### src/rtl/dac_sample_buffer.sv
// Sample FIFO feeding a DAC at a programmable rate: samples from the core are
// queued and popped into the registered D bus once every div_val+1 cycles.
module dac_sample_buffer #(
  parameter int unsigned    DW         = 10,
  parameter int unsigned    DEPTH      = 8,
  parameter logic [DW-1:0]  RESET_CODE = DW'(10'h200),
  localparam int unsigned   AW         = $clog2(DEPTH),
  localparam int unsigned   LW         = AW + 1
) (
  input  logic          CLK,
  input  logic          reset,
  input  logic [DW-1:0] in_data,
  input  logic          in_valid,
  output logic          in_ready,
  input  logic          enable,
  input  logic [7:0]    div_val,
  input  logic          clr_underrun,
  output logic [DW-1:0] D,
  output logic          sample_strobe,
  output logic          underrun,
  output logic [LW-1:0] level
);

  localparam int unsigned CW = 8;

  logic [DW-1:0] mem [DEPTH];
  logic [AW-1:0] wr_ptr;
  logic [AW-1:0] rd_ptr;
  logic [CW-1:0] cnt;
  logic          tick;
  logic          wr;
  logic          pop;
  logic          empty;

  // No bypass: a full FIFO refuses the write even if a pop happens this edge.
  assign in_ready = !reset && (level != LW'(DEPTH));
  assign wr       = in_valid && in_ready;
  assign empty    = (level == '0);
  assign tick     = enable && (cnt >= div_val);
  assign pop      = tick && !empty;

  // Sample storage; contents are left as-is on reset, pointers make them stale.
  always_ff @(posedge CLK) begin
    if (wr) mem[wr_ptr] <= in_data;
  end

  // Sample-rate divider.
  always_ff @(posedge CLK) begin
    if (reset || !enable || tick) cnt <= '0;
    else                          cnt <= cnt + CW'(1);
  end

  // FIFO pointers and occupancy.
  always_ff @(posedge CLK) begin
    if (reset) begin
      wr_ptr <= '0;
      rd_ptr <= '0;
      level  <= '0;
    end else begin
      if (wr)  wr_ptr <= wr_ptr + AW'(1);
      if (pop) rd_ptr <= rd_ptr + AW'(1);
      case ({wr, pop})
        2'b10:   level <= level + LW'(1);
        2'b01:   level <= level - LW'(1);
        default: level <= level;
      endcase
    end
  end

  // DAC output register, strobe and sticky underrun (set beats clear).
  always_ff @(posedge CLK) begin
    if (reset) begin
      D             <= RESET_CODE;
      sample_strobe <= 1'b0;
      underrun      <= 1'b0;
    end else begin
      if (pop) D <= mem[rd_ptr];
      sample_strobe <= pop;
      if (tick && empty)     underrun <= 1'b1;
      else if (clr_underrun) underrun <= 1'b0;
    end
  end

endmodule
### config.mk
export PLATFORM = sky130hd
export DESIGN_NAME = dac_sample_buffer
export DESIGN_NICKNAME = d
export VERILOG_FILES = /design/src/rtl/dac_sample_buffer.sv
export SDC_FILE = /design/constraint.sdc
export NUM_CORES = 1
export LEC_CHECK = 0
export BUFFER_PORTS_ARGS = -buffer_cell sky130_fd_sc_hd__clkbuf_2
export CELL_PAD_IN_SITES_DETAIL_PLACEMENT = 2
export CELL_PAD_IN_SITES_GLOBAL_PLACEMENT = 2
export CORE_AREA = 2 2 107 109
export DETAILED_ROUTE_END_ITERATION = 8
export DIE_AREA = 0 0 109 111
export PLACE_DENSITY = 0.8
export SLEW_MARGIN = 40
export SYNTH_ARGS = -nofsm -noshare
export SYNTH_HDL_FRONTEND = slang
export SYNTH_SLANG_ARGS = --single-unit
### constraint.sdc
create_clock -name CLK -period 4.1 [get_ports CLK]
set_input_delay 0.205 -clock CLK [delete_from_list [all_inputs] [get_ports CLK]]
set_output_delay 0.205 -clock CLK [all_outputs]
set_load 0.005 [all_outputs]
==> Word-level counts from Yosys, hierarchy flattened <==
Memories as Yosys holds them, arrays and structs flattened. A register that Yosys moved wholly into a read port is not among the register bits.
Index checks and enable logic that the tools add are counted.
{ "totals": {"register_bits": 20, "ram_bits": 80, "out_inout_bits": 17, "elab_cells": 34, "mem_count": 1} }
{ "memory_table": {"columns": ["memory", "words", "word_bits", "read_ports", "rd_ports_with_merged_regs", "wr", "line_no", "source"], "rows": [
  ["mem", 8, 10, 1, 1, 1, "26", "logic [DW-1:0] mem [DEPTH];"]
]} }
{ "op_classes": {"add_sub_neg": 5, "order_cmp": 1, "n_eq_ne": 3, "muxes": 5, "reduce_logical": 13} }
{ "ops": {"columns": ["operator", "n"], "rows": [
  ["8-bit by 1-bit adder with 8-bit output, second input constant", 1],
  ["8-bit greater-or-equal comparator", 1],
  ["4-bit case mux with 2 select lines", 1],
  ["3-bit by 1-bit adder with 3-bit output, second input constant", 2],
  ["1-bit logical AND", 5],
  ["4-bit by 1-bit adder with 4-bit output, second input constant", 1],
  ["4-bit logical NOT", 1],
  ["1-bit 2-to-1 mux", 4],
  ["4-bit inequality test, second input constant", 1],
  ["2-bit nonzero test", 2],
  ["4-bit by 1-bit subtractor with 4-bit output, second input constant", 1],
  ["1-bit logical NOT", 3],
  ["2-bit by 1-bit == test with 1-bit output, second input constant", 1],
  ["2-bit == test, second input constant", 1],
  ["1-bit logical OR", 2]
]} }

==> Longest topological paths before layout <==
Gate-level depths: netlist of the first run.
{ "logic_depth": {"word_depth": 5, "depth_mapped": 13, "ltp_nobuf": 13} }

==> Least setup slack after synthesis of the first run <==
Ideal clock, no wire load.
{ "synth_timing": {"kind": "register -> register", "startpoint": "register cnt[0]", "endpoint": "register level[3]", "setup_time_ps": 72, "arrival_time_ps": 2953, "setup_slack_ps": 1075, "path_stages_with_launch": 14, "period_less_slack_ps": 3025, "cell_sequence": "dfxtp_1 > inv_1 > ha_1 > nand2b_1 > a2111o_1 > a32oi_4 > nor2_4 > ha_1 > ha_1 > a21o_1 > a21oi_1 > xnor2_1 > or3_1 > a21oi_1"} }
{ "synth_via": {"elab_chain_cells": 5, "word_cells_on_any_way": 7, "cone_classes": "order compare: 1; eq/ne: 2; mux: 1; reduce/logical: 3"} }
{ "synth_rtl": {"columns": ["element", "line_no", "source"], "rows": [
  ["start, declared", "29", "logic [CW-1:0] cnt;"],
  ["start signal, assigned", "50", "else cnt <= cnt + CW'(1);"],
  ["8-bit greater-or-equal comparator *", "39", "assign tick = enable && (cnt >= div_val);"],
  ["1-bit logical AND *", "39", null],
  ["1-bit logical AND *", "40", "assign pop = tick && !empty;"],
  ["via pop", "32", "logic pop;"],
  ["2-bit by 1-bit == test with 1-bit output / 2-bit == test (equally long branches)", "62", "case ({wr, pop})"],
  ["4-bit case mux with 2 select lines / 2-bit nonzero test (equally long branches)", null, null],
  ["end signal, assigned", "63", "2'b10: level <= level + LW'(1);"],
  ["end signal, assigned", "64", "2'b01: level <= level - LW'(1);"],
  ["end signal, assigned", "65", "default: level <= level;"],
  ["end, declared", "21", "output logic [LW-1:0] level"]
]} }
Mark *: on every way through the listed nets, which the timed path passes. The rest lies on a longest branch.
A chain may end at the register's enable or synchronous reset.

==> Final worst setup path of the first run <==
Ends and elaborated chain as after synthesis.

==> results.sh, run 1 <==
export IMPL_antenna_found_initial=0
export IMPL_insertion_delay_ns=0.34
export IMPL_crit_path_max_fanout=6
export IMPL_cts_buffers=9
export IMPL_vias_per_cell=5.32
export IMPL_core_mm2=0.0111
export IMPL_final_nets=387
export IMPL_drt_iter0_markers=112
export IMPL_synth_commonest_cells="edfxtp_1 (80), dfxtp_1 (30), nor2_1 (23), mux4_2 (20), ha_1 (14)"
export IMPL_cts_max_path_buffers=2
export IMPL_path_cells="inv_1 > ha_1 > nand2b_1 > a2111o_1 > a32oi_4 > nor2_4 > ha_1 > ha_1 > a21o_1 > a21oi_1 > xnor2_1 > or3_1 > a21oi_1"
export IMPL_tightest_slew_ns=0.753
export IMPL_area_growth_pct=15.1
export IMPL_overflow=0
export IMPL_num_vias=2646
export IMPL_grt_max_degree=30
export IMPL_synth_area_leader_cell="edfxtp_1"
export IMPL_clock_skew_ns=0.00820
export IMPL_ys_seq_area_share_pct=65.2
export IMPL_grtUsageMet3_pct=3.94
export IMPL_syn_inst=300
export IMPL_synth_top_flop_cell="edfxtp_1"
export IMPL_p_int_uw=1720
export IMPL_netlist_area_mm2=0.00460
export IMPL_ir_drop_v=0.000267
export IMPL_first_pass_iters=4
export IMPL_grt_pass1_vias=2869
export IMPL_top_usage_layer="met2"
export IMPL_route_detailed_drc=0
export IMPL_syn_nets=338
export IMPL_run_status="complete, no violations"
export IMPL_min_path_type="primary input to flip-flop"
export IMPL_ant_nets=0
export IMPL_p_clk_share_pct=40.1
export IMPL_required_ns=4.35
export IMPL_power_switching_uw=455
export IMPL_num_fill_cells=1025
export IMPL_crit_arrival_ns=3.51
export IMPL_tns_ns=0
export IMPL_hpwlAfterDp_um=6640
export IMPL_ys_types=40
export IMPL_grt_first_pass_wirelength_um=16500
export IMPL_async_reset_ff_share_pct=0
export IMPL_antenna_cells=0
export IMPL_final_cells=497
export IMPL_synth_edf_count=80
export IMPL_rsz0062_at_grt="false"
export IMPL_die_h_um=111
export IMPL_setup_viol_count_final=0
export IMPL_swShare_pct=20.9
export IMPL_cts_tree="yes"
export IMPL_cts_root_buf="clkbuf_16"
export IMPL_final_hold_violation_count=0
export IMPL_io_pins=40
export IMPL_use_met1_pct=23.6
export IMPL_ys_ff_latch=110
export IMPL_htree_levels=3
export IMPL_initial_core_util_pct=41.6
export IMPL_dp_cells=481
export IMPL_port_buffers=39
export IMPL_layout_drive_gt1_share_pct=28.0
export IMPL_fin_crit_sh_pct=79.5
export IMPL_clock_sinks=110
export IMPL_postCtsSetupBuffers=0
export IMPL_seq_power_share_pct=55.8
export IMPL_post_cts_resized=0
export IMPL_syn_avg_cell_area_um2=15.3
export IMPL_maxCapViolations=0
export IMPL_yosysWarnings=0
export IMPL_slew_violations=0
export IMPL_worst_setup_path_start_kind="flip-flop"
export IMPL_clkTransAtPathRegs_ns=0.07
export IMPL_ys_top_cells_by_area="edfxtp_1 (52%), dfxtp_1 (13%), mux4_2 (9.8%)"
export IMPL_max_freq_mhz=307
export IMPL_power_density_mw_per_mm2=410
export IMPL_grt_util_all_layers_pct=18.5
export IMPL_post_drt_wl_per_cell_um=20.7
export IMPL_dieArea_mm2=0.0121
export IMPL_path_class="flip-flop to flip-flop"
export IMPL_hold_buffers=0
export IMPL_path_common_cell="ha_1"
export IMPL_whs_ns=0.138
export IMPL_p_leak_uw=0.00184
export IMPL_core_rowCount=39
export IMPL_slowest_stage="a2111o_1"
export IMPL_yosysMostFrequentCell="edfxtp_1"
export IMPL_wl_um=10300
export IMPL_slew_headroom_pct=49.7
export IMPL_fin_crit_ns=3.26
export IMPL_die_x_um=109
export IMPL_cp_end_kind="flip-flop"
export IMPL_max_stage_delay_ns=0.46
export IMPL_p_comb_share_pct=4.0
export IMPL_synth_top_area_share_pct=52.2
export IMPL_grtUsageMet2_pct=31.8
export IMPL_routabilityCongestion=0.674
[worst paths after layout]
kind         cells after the start             startpoint                     end  slack, ns
max reg2reg                     13      cnt[0]$_SDFF_PP0_   level[3]$_SDFFE_PP0P_       0.84
min                              3               in_valid  wr_ptr[1]$_SDFFE_PP0P_       0.14
max                             13      cnt[0]$_SDFF_PP0_   level[3]$_SDFFE_PP0P_       0.84
min reg2reg                      2  underrun$_SDFFE_PP0P_   underrun$_SDFFE_PP0P_       0.47
[cell type report]
| type | count | area, um^2 | area share, % |
|---|---|---|---|
| multi-input combinational | 165 | 1490 | 28.0 |
| inverter | 12 | 45.0 | 0.850 |
| tap | 143 | 179 | 3.38 |
| timing repair buffer | 51 | 285 | 5.39 |
| clock inverter | 5 | 65.1 | 1.23 |
| sequential | 110 | 3000 | 56.7 |
| clock buffer | 11 | 233 | 4.39 |
[power groups by stage]
stage	combinational, uW	clock (uW)	sequential, uW
after global placement	81.7	0	1240
final	87.8	872	1210
after global routing	100	938	1210
after CTS	90.1	897	1210
after floorplan	45.9	0	1240
after detailed placement	88.3	0	1240
[metrics by stage]
| stage | power, uW | setup WS, ns | util, % | instance area (um^2) |
|---|---|---|---|---|
| after floorplan | 1280 | 1.08 | - | 4600 |
| after global placement | 1320 | 1.03 | 45.1 | 5000 |
| after detailed placement | 1330 | 0.894 | 45.1 | 5000 |
| after CTS | 2200 | 0.788 | 47.8 | 5300 |
| after global routing | 2250 | 0.544 | 47.8 | 5300 |
| final | 2170 | 0.841 | 47.8 | 5300 |
[worst max-delay path, delay by kind of cell, from the launching register on]
family	cells	cell delay, ns
AO/OA/AOI/OAI	5	1.25
adder cells (fa/ha/maj)	3	0.79
AND/OR/NAND/NOR	3	0.52
flip-flops	1	0.43
XOR/XNOR	1	0.09
buffers and inverters	1	0.07
[metal layers]
layer	vias up	wire length (um)
li1	1231	-
met1	1369	4560
met2	37	5300
met3	9	320
met4	0	117
met5	-	0
[flip-flops by register name, summed over array words and instances, names as in the netlist]
register and cells:
mem 80, cnt 8, level 4, sample_strobe 1, D 10, wr_ptr 3
rd_ptr 3, underrun 1
[cells in the final DEF (no fill, tap or decap), types with 2 or more instances in the layout]
master | Yosys | final
nor2b_1 | 3 | 3
nand3_1 | 8 | 8
dfxtp_1 | 30 | 29
xor2_1 | 8 | 8
ha_1 | 14 | 14
xnor2_1 | 2 | 2
nor3_1 | 4 | 4
clkbuf_1 | 6 | 2
buf_4 | 3 | 12
edfxtp_1 | 80 | 80
o21ai_0 | 3 | 3
clkbuf_16 | 0 | 9
and3_1 | 2 | 2
nand2b_1 | 7 | 7
a21oi_2 | 8 | 8
nand3b_1 | 2 | 2
inv_1 | 12 | 12
nor2_1 | 23 | 23
clkbuf_2 | 0 | 39
o21ai_1 | 10 | 10
mux2i_1 | 11 | 11
a21oi_1 | 9 | 9
nand2_1 | 7 | 7
or3_1 | 10 | 10
mux4_2 | 20 | 20
inv_6 | 0 | 3
[cells by family after synthesis]
kind of cell               count (synthesis)  share of synthesized area [%]
xor gates and xnor gates                  10                           1.90
adders and majority gates                 15                           4.24
DFF                                      110                           65.2
muxes                                     32                           12.5
AOI/OAI and AO/OA                         37                           5.57
buffers and inverters                     25                           2.64
and+or+nand+nor                           71                           7.91
(Power assumes the default switching activity.)
==> run 2, diff against run 1 <==
Settings changed: CORE_AREA 2 2 107 109 to 2 2 112 114, DIE_AREA 0 0 109 111 to 0 0 114 116, PLACE_DENSITY 0.8 to 0.76.
Clock period 4.1 ns to 2.8 ns, I/O delays scaled along.
==> run 2 against run 1 <==
  * Register-to-register slack worse by 0.79 ns
  * First-iteration DRC count up 54%
  * Clock power up 49%
  * Global-route usage down 1.4 points
  * Sequential cell count unchanged
  * Wire length down 1.0%
  * Maximum frequency up 19%
  * Sequential power up 46%
==> results.sh, run 2 (synthesized netlist as in run 1, its figures left out) <==
export IMPL_run_status="complete, no violations"
export IMPL_route_detailed_drc=0
export IMPL_final_common_cell="edfxtp_1"
export IMPL_num_fill_cells=1173
export IMPL_num_vias=2644
export IMPL_path_delay_family="compound AO/OA/AOI/OAI gates"
export IMPL_crit_arrival_ns=3.04
export IMPL_seq_area_mm2=0.00301
export IMPL_crit_buf_inv=1
export IMPL_hold_path_end="mem[3][6]$_DFFE_PP_"
export IMPL_max_stage_delay_ns=0.41
export IMPL_wl_um=10200
export IMPL_whs_ns=0.0623
export IMPL_min_path_cells=1
export IMPL_insertion_delay_ns=0.35
export IMPL_reg2reg_slack_ns=0.05
export IMPL_dieArea_mm2=0.0132
export IMPL_required_ns=3.09
export IMPL_crit_path_max_fanout=3
export IMPL_ir_drop_v=0.000396
export IMPL_power_uw=3210
export IMPL_min_path_type="primary input to flip-flop"
export IMPL_core_mm2=0.0119
export IMPL_initial_core_util_pct=38.6
export IMPL_io_pins=40
export IMPL_area_growth_pct=17.2
export IMPL_core_rowCount=40
export IMPL_antenna_cells=0
export IMPL_fin_crit_sh_pct=98.0
export IMPL_hold_buffers=0
export IMPL_ant_nets=0
export IMPL_cts_root_buf="clkbuf_16"
export IMPL_cp_end_kind="flip-flop"
export IMPL_slew_headroom_pct=48.5
export IMPL_slew_violations=0
export IMPL_final_cell_mix="edfxtp_1 (80), clkbuf_2 (39), dfxtp_1 (27)"
export IMPL_post_drt_wl_per_cell_um=20.1
export IMPL_tns_ns=0
export IMPL_port_buffers=39
export IMPL_pre_cts_ws_ns=-0.0343
export IMPL_reg2reg_depth=13
export IMPL_hpwlAfterDp_um=6960
export IMPL_overflow=0
export IMPL_hp_start="in_data[6]"
export IMPL_max_freq_mhz=364
export IMPL_die_h_um=116
export IMPL_layout_drive_gt1_share_pct=32.0
export IMPL_maxCapViolations=0
export IMPL_grt_first_pass_wirelength_um=16600
export IMPL_multi_input_area_mm2=0.00154
export IMPL_slowest_stage="a2111o_1"
export IMPL_drt_iter0_markers=172
export IMPL_grt_max_degree=29
export IMPL_rsz0062_at_grt="true"
export IMPL_cts_tree="yes"
export IMPL_first_pass_iters=4
export IMPL_power_density_mw_per_mm2=595
export IMPL_r2r_start="cnt[0]$_SDFF_PP0_"
export IMPL_final_nets=392
export IMPL_path_class="flip-flop to flip-flop"
export IMPL_setup_viol_count_final=0
export IMPL_grt_pass1_vias=2942
export IMPL_htree_levels=3
export IMPL_clkTransAtPathRegs_ns=0.07
export IMPL_largest_register="mem"
export IMPL_tightest_slew_ns=0.772
export IMPL_path_cells="inv_2 > ha_4 > nand2b_4 > a2111o_1 > a32oi_4 > nor2_4 > ha_4 > ha_4 > a21o_1 > a21oi_2 > xnor2_1 > or3_1 > a21oi_2"
export IMPL_top_regs="mem: 80 flops, D: 10 flops, cnt: 8 flops"
export IMPL_worst_slack_ns=0.0550
export IMPL_routabilityCongestion=0.727
export IMPL_clock_sinks=110
export IMPL_grt_util_all_layers_pct=17.2
export IMPL_vias_per_cell=5.23
export IMPL_cts_buffers=9
export IMPL_r2r_end="level[3]$_SDFFE_PP0P_"
export IMPL_cts_max_path_buffers=2
export IMPL_worst_setup_path_start_kind="flip-flop"
export IMPL_clock_skew_ns=0.00810
export IMPL_antenna_found_initial=0
export IMPL_die_x_um=114
export IMPL_largest_register_ffs=80
export IMPL_p_leak_uw=0.00187
export IMPL_path_common_cell="ha_4"
export IMPL_final_hold_violation_count=0
export IMPL_fin_crit_ns=2.75
export IMPL_postCtsSetupBuffers=0
-- run 2: per-layer routing --
metal,wire length (um),GRT usage (%),part of all wire (%)
met1,4390,20.6,43
met2,5310,31.0,52
met3,353,3.82,3.5
met4,135,5.12,1.3
met5,0,0,0
-- run 2: timing repair --
item                                    CTS  global route
gates resized for setup                   4             3
endpoints found under the setup margin    1             1
pin swaps                                 0             0
hold endpoints to repair                  0             0
-- run 2: worst max path at each step --
stage / cells after the start / to / start / slack, ns
detailed placement: 13 / level[3]$_SDFFE_PP0P_ / cnt[0]$_SDFF_PP0_ / -0.03
global route: 13 / level[3]$_SDFFE_PP0P_ / cnt[0]$_SDFF_PP0_ / -0.09
global placement: 13 / level[3]$_SDFFE_PP0P_ / cnt[0]$_SDFF_PP0_ / 0.05
finish: 13 / level[3]$_SDFFE_PP0P_ / cnt[0]$_SDFF_PP0_ / 0.05
CTS: 11 / level[3]$_SDFFE_PP0P_ / cnt[1]$_SDFF_PP0_ / 0.04
floorplan: 13 / level[3]$_SDFFE_PP0P_ / cnt[0]$_SDFF_PP0_ / 0.007
-- run 2: final cells by class --
type                       instances  share of cell area (%)
multi-input combinational        165                    28.5
timing repair buffer              56                    5.98
clock buffer                       9                    4.17
tap                              147                    3.41
sequential                       110                    55.7
inverter                          12                   0.835
clock inverter                     7                    1.39
-- run 2: where the power goes --
| part | leakage, uW | internal, uW | switching, uW |
|---|---|---|---|
| Clock | 0.000151 | 704 | 597 |
| Sequential | 0.000966 | 1760 | 11.9 |
| Combinational | 0.000757 | 52.2 | 84.2 |
-- run 2: metrics by stage --
stage,utilization (%),instance area (um^2),instances
global placement,42.5,5060,490
global route,45.3,5400,506
detailed placement,42.5,5060,490
floorplan,-,4620,300
CTS,45.3,5390,506
finish,45.3,5400,506
==> run 3, diff against run 2 <==
Settings changed: HOLD_SLACK_MARGIN set to 0.15.
==> run 3 against run 2 <==
  * First-iteration DRC count is 11% lower
  * Total power is 0.52% higher
  * Worst hold slack better by 0.22 ns
  * Maximum frequency hardly changed
  * Utilization is 1.1 points higher
  * Via count is 2.3% higher
  * Wire length is 2.3% higher
  * Critical path depth stayed put
  * Highest routed layer unchanged
  * Sequential power hardly changed
  * Sequential share of layout area is 1.3 points lower
  * Non-clock buffer count is 13 higher
  * Sequential cell count stayed put
==> results.sh, run 3 (synthesized netlist as in run 1, its figures left out) <==
export IMPL_run_status="complete, no violations"
export IMPL_ant_nets=0
export IMPL_top_regs="mem: 80 flops, D: 10 flops, cnt: 8 flops"
export IMPL_overflow=0
export IMPL_grt_util_all_layers_pct=17.6
export IMPL_cts_max_path_buffers=2
export IMPL_slew_headroom_pct=47.9
export IMPL_min_path_type="primary input to flip-flop"
export IMPL_core_rowCount=40
export IMPL_fin_area_mm2=0.00553
export IMPL_largest_register="mem"
export IMPL_insertion_delay_ns=0.35
export IMPL_path_common_cell="ha_4"
export IMPL_first_pass_iters=4
export IMPL_p_leak_uw=0.00193
export IMPL_ir_drop_v=0.000398
export IMPL_maxCapViolations=0
export IMPL_rsz0062_at_grt="true"
export IMPL_tightest_slew_ns=0.780
export IMPL_vias_per_cell=5.21
export IMPL_slowest_stage="a2111o_1"
export IMPL_final_cell_mix="edfxtp_1 (80), clkbuf_2 (39), dfxtp_1 (27)"
export IMPL_drt_iter0_markers=153
export IMPL_grt_max_degree=29
export IMPL_crit_path_max_fanout=3
export IMPL_max_freq_mhz=364
export IMPL_grt_pass1_vias=3051
export IMPL_fin_crit_ns=2.75
export IMPL_crit_arrival_ns=3.04
export IMPL_fin_util_pct=46.4
export IMPL_r2r_end="level[3]$_SDFFE_PP0P_"
export IMPL_final_common_cell="edfxtp_1"
export IMPL_path_class="flip-flop to flip-flop"
export IMPL_min_path_cells=3
export IMPL_hp_start="reset"
export IMPL_final_nets=405
export IMPL_postCtsSetupBuffers=0
export IMPL_antenna_found_initial=0
export IMPL_area_growth_pct=20.1
export IMPL_hold_path_end="wr_ptr[2]$_SDFFE_PP0P_"
export IMPL_required_ns=3.09
export IMPL_num_vias=2704
export IMPL_hpwlAfterDp_um=6960
export IMPL_post_drt_wl_per_cell_um=20.1
export IMPL_htree_levels=3
export IMPL_clkTransAtPathRegs_ns=0.08
export IMPL_antenna_cells=0
export IMPL_largest_register_ffs=80
export IMPL_die_h_um=116
export IMPL_clock_sinks=110
export IMPL_grt_first_pass_wirelength_um=17100
export IMPL_worst_setup_path_start_kind="flip-flop"
export IMPL_io_pins=40
export IMPL_fin_crit_sh_pct=98.1
export IMPL_clock_skew_ns=0.00828
export IMPL_cp_end_kind="flip-flop"
export IMPL_cts_root_buf="clkbuf_16"
export IMPL_path_cells="inv_2 > ha_4 > nand2b_4 > a2111o_1 > a32oi_4 > nor2_4 > ha_4 > ha_4 > a21o_1 > a21oi_2 > xnor2_1 > or3_1 > a21oi_2"
export IMPL_critPathLaunch="cnt[0]$_SDFF_PP0_"
export IMPL_core_mm2=0.0119
export IMPL_tns_ns=0
export IMPL_cts_buffers=9
export IMPL_max_stage_delay_ns=0.41
export IMPL_port_buffers=39
export IMPL_power_uw=3230
export IMPL_layout_drive_gt1_share_pct=30.9
export IMPL_reg2reg_depth=13
export IMPL_wl_um=10400
export IMPL_initial_core_util_pct=38.6
export IMPL_dieArea_mm2=0.0132
export IMPL_final_hold_violation_count=0
export IMPL_num_fill_cells=1159
export IMPL_r2r_start="cnt[0]$_SDFF_PP0_"
export IMPL_power_density_mw_per_mm2=584
export IMPL_cts_tree="yes"
export IMPL_setup_viol_count_final=0
export IMPL_route_detailed_drc=0
export IMPL_slew_violations=0
export IMPL_die_x_um=114
export IMPL_post_dp_cell_area_mm2=0.00506
export IMPL_reg2reg_slack_ns=0.05
export IMPL_whs_ns=0.281
export IMPL_routabilityCongestion=0.727
-- run 3: per-layer routing --
metal / vias up / GRT usage, % / part of all wire (%)
met4: 0 / 5.12 / 1.3
met2: 44 / 32.2 / 52
met3: 10 / 3.77 / 3.3
li1: 1273 / - / -
met1: 1377 / 20.9 / 43
met5: - / 0 / 0
-- run 3: how the worst max path moves through the flow --
stage	endpoint	cells past startpoint	slack, ns
6_report	level[3]$_SDFFE_PP0P_	13	0.05
5_1_grt	level[3]$_SDFFE_PP0P_	13	-0.09
4_1_cts	level[3]$_SDFFE_PP0P_	11	0.04
3_5_place_dp	level[3]$_SDFFE_PP0P_	13	-0.03
3_3_place_gp	level[3]$_SDFFE_PP0P_	13	0.05
2_1_floorplan	level[3]$_SDFFE_PP0P_	13	0.007
-- run 3: worst max-delay path: cells and delay by family, from the launching register on --
kind,cells,cell delay (ns)
XOR/XNOR,1,0.09
AO/OA/AOI/OAI,5,1.08
buffers and inverters,1,0.04
flip-flops,1,0.34
adder cells (fa/ha/maj),3,0.60
AND/OR/NAND/NOR,3,0.53
-- run 3: layout make-up --
class	instances	area, um^2	area share [%]
repair buffers	69	453	8.20
well taps	147	184	3.33
flip-flops and latches	110	3010	54.4
inverters	12	45.0	0.815
multi-input cells	165	1540	27.8
clock buffers	9	225	4.08
clock inverters	7	75.1	1.36
-- run 3: power breakdown --
part           internal (uW)  leakage (uW)  switching [uW]
Sequential              1760      0.000966            12.2
Combinational           64.0      0.000809            88.1
Clock                    704      0.000151             598
Total                   2530       0.00193             698
-- run 3: per-stage QoR --
step | setup WS, ns | std cells
finish | 0.0539 | 519
global route | -0.0862 | 519
detailed placement | -0.0343 | 490
CTS | 0.0384 | 519
global placement | 0.0506 | 490
floorplan | 0.00703 | 300
-- run 3: repair_timing --
action | in CTS | in global routing
gates resized for setup | 4 | 3
hold buffers | 13 | 0
endpoints found under the setup margin | 1 | 1
endpoints found under the hold margin | 82 | 0
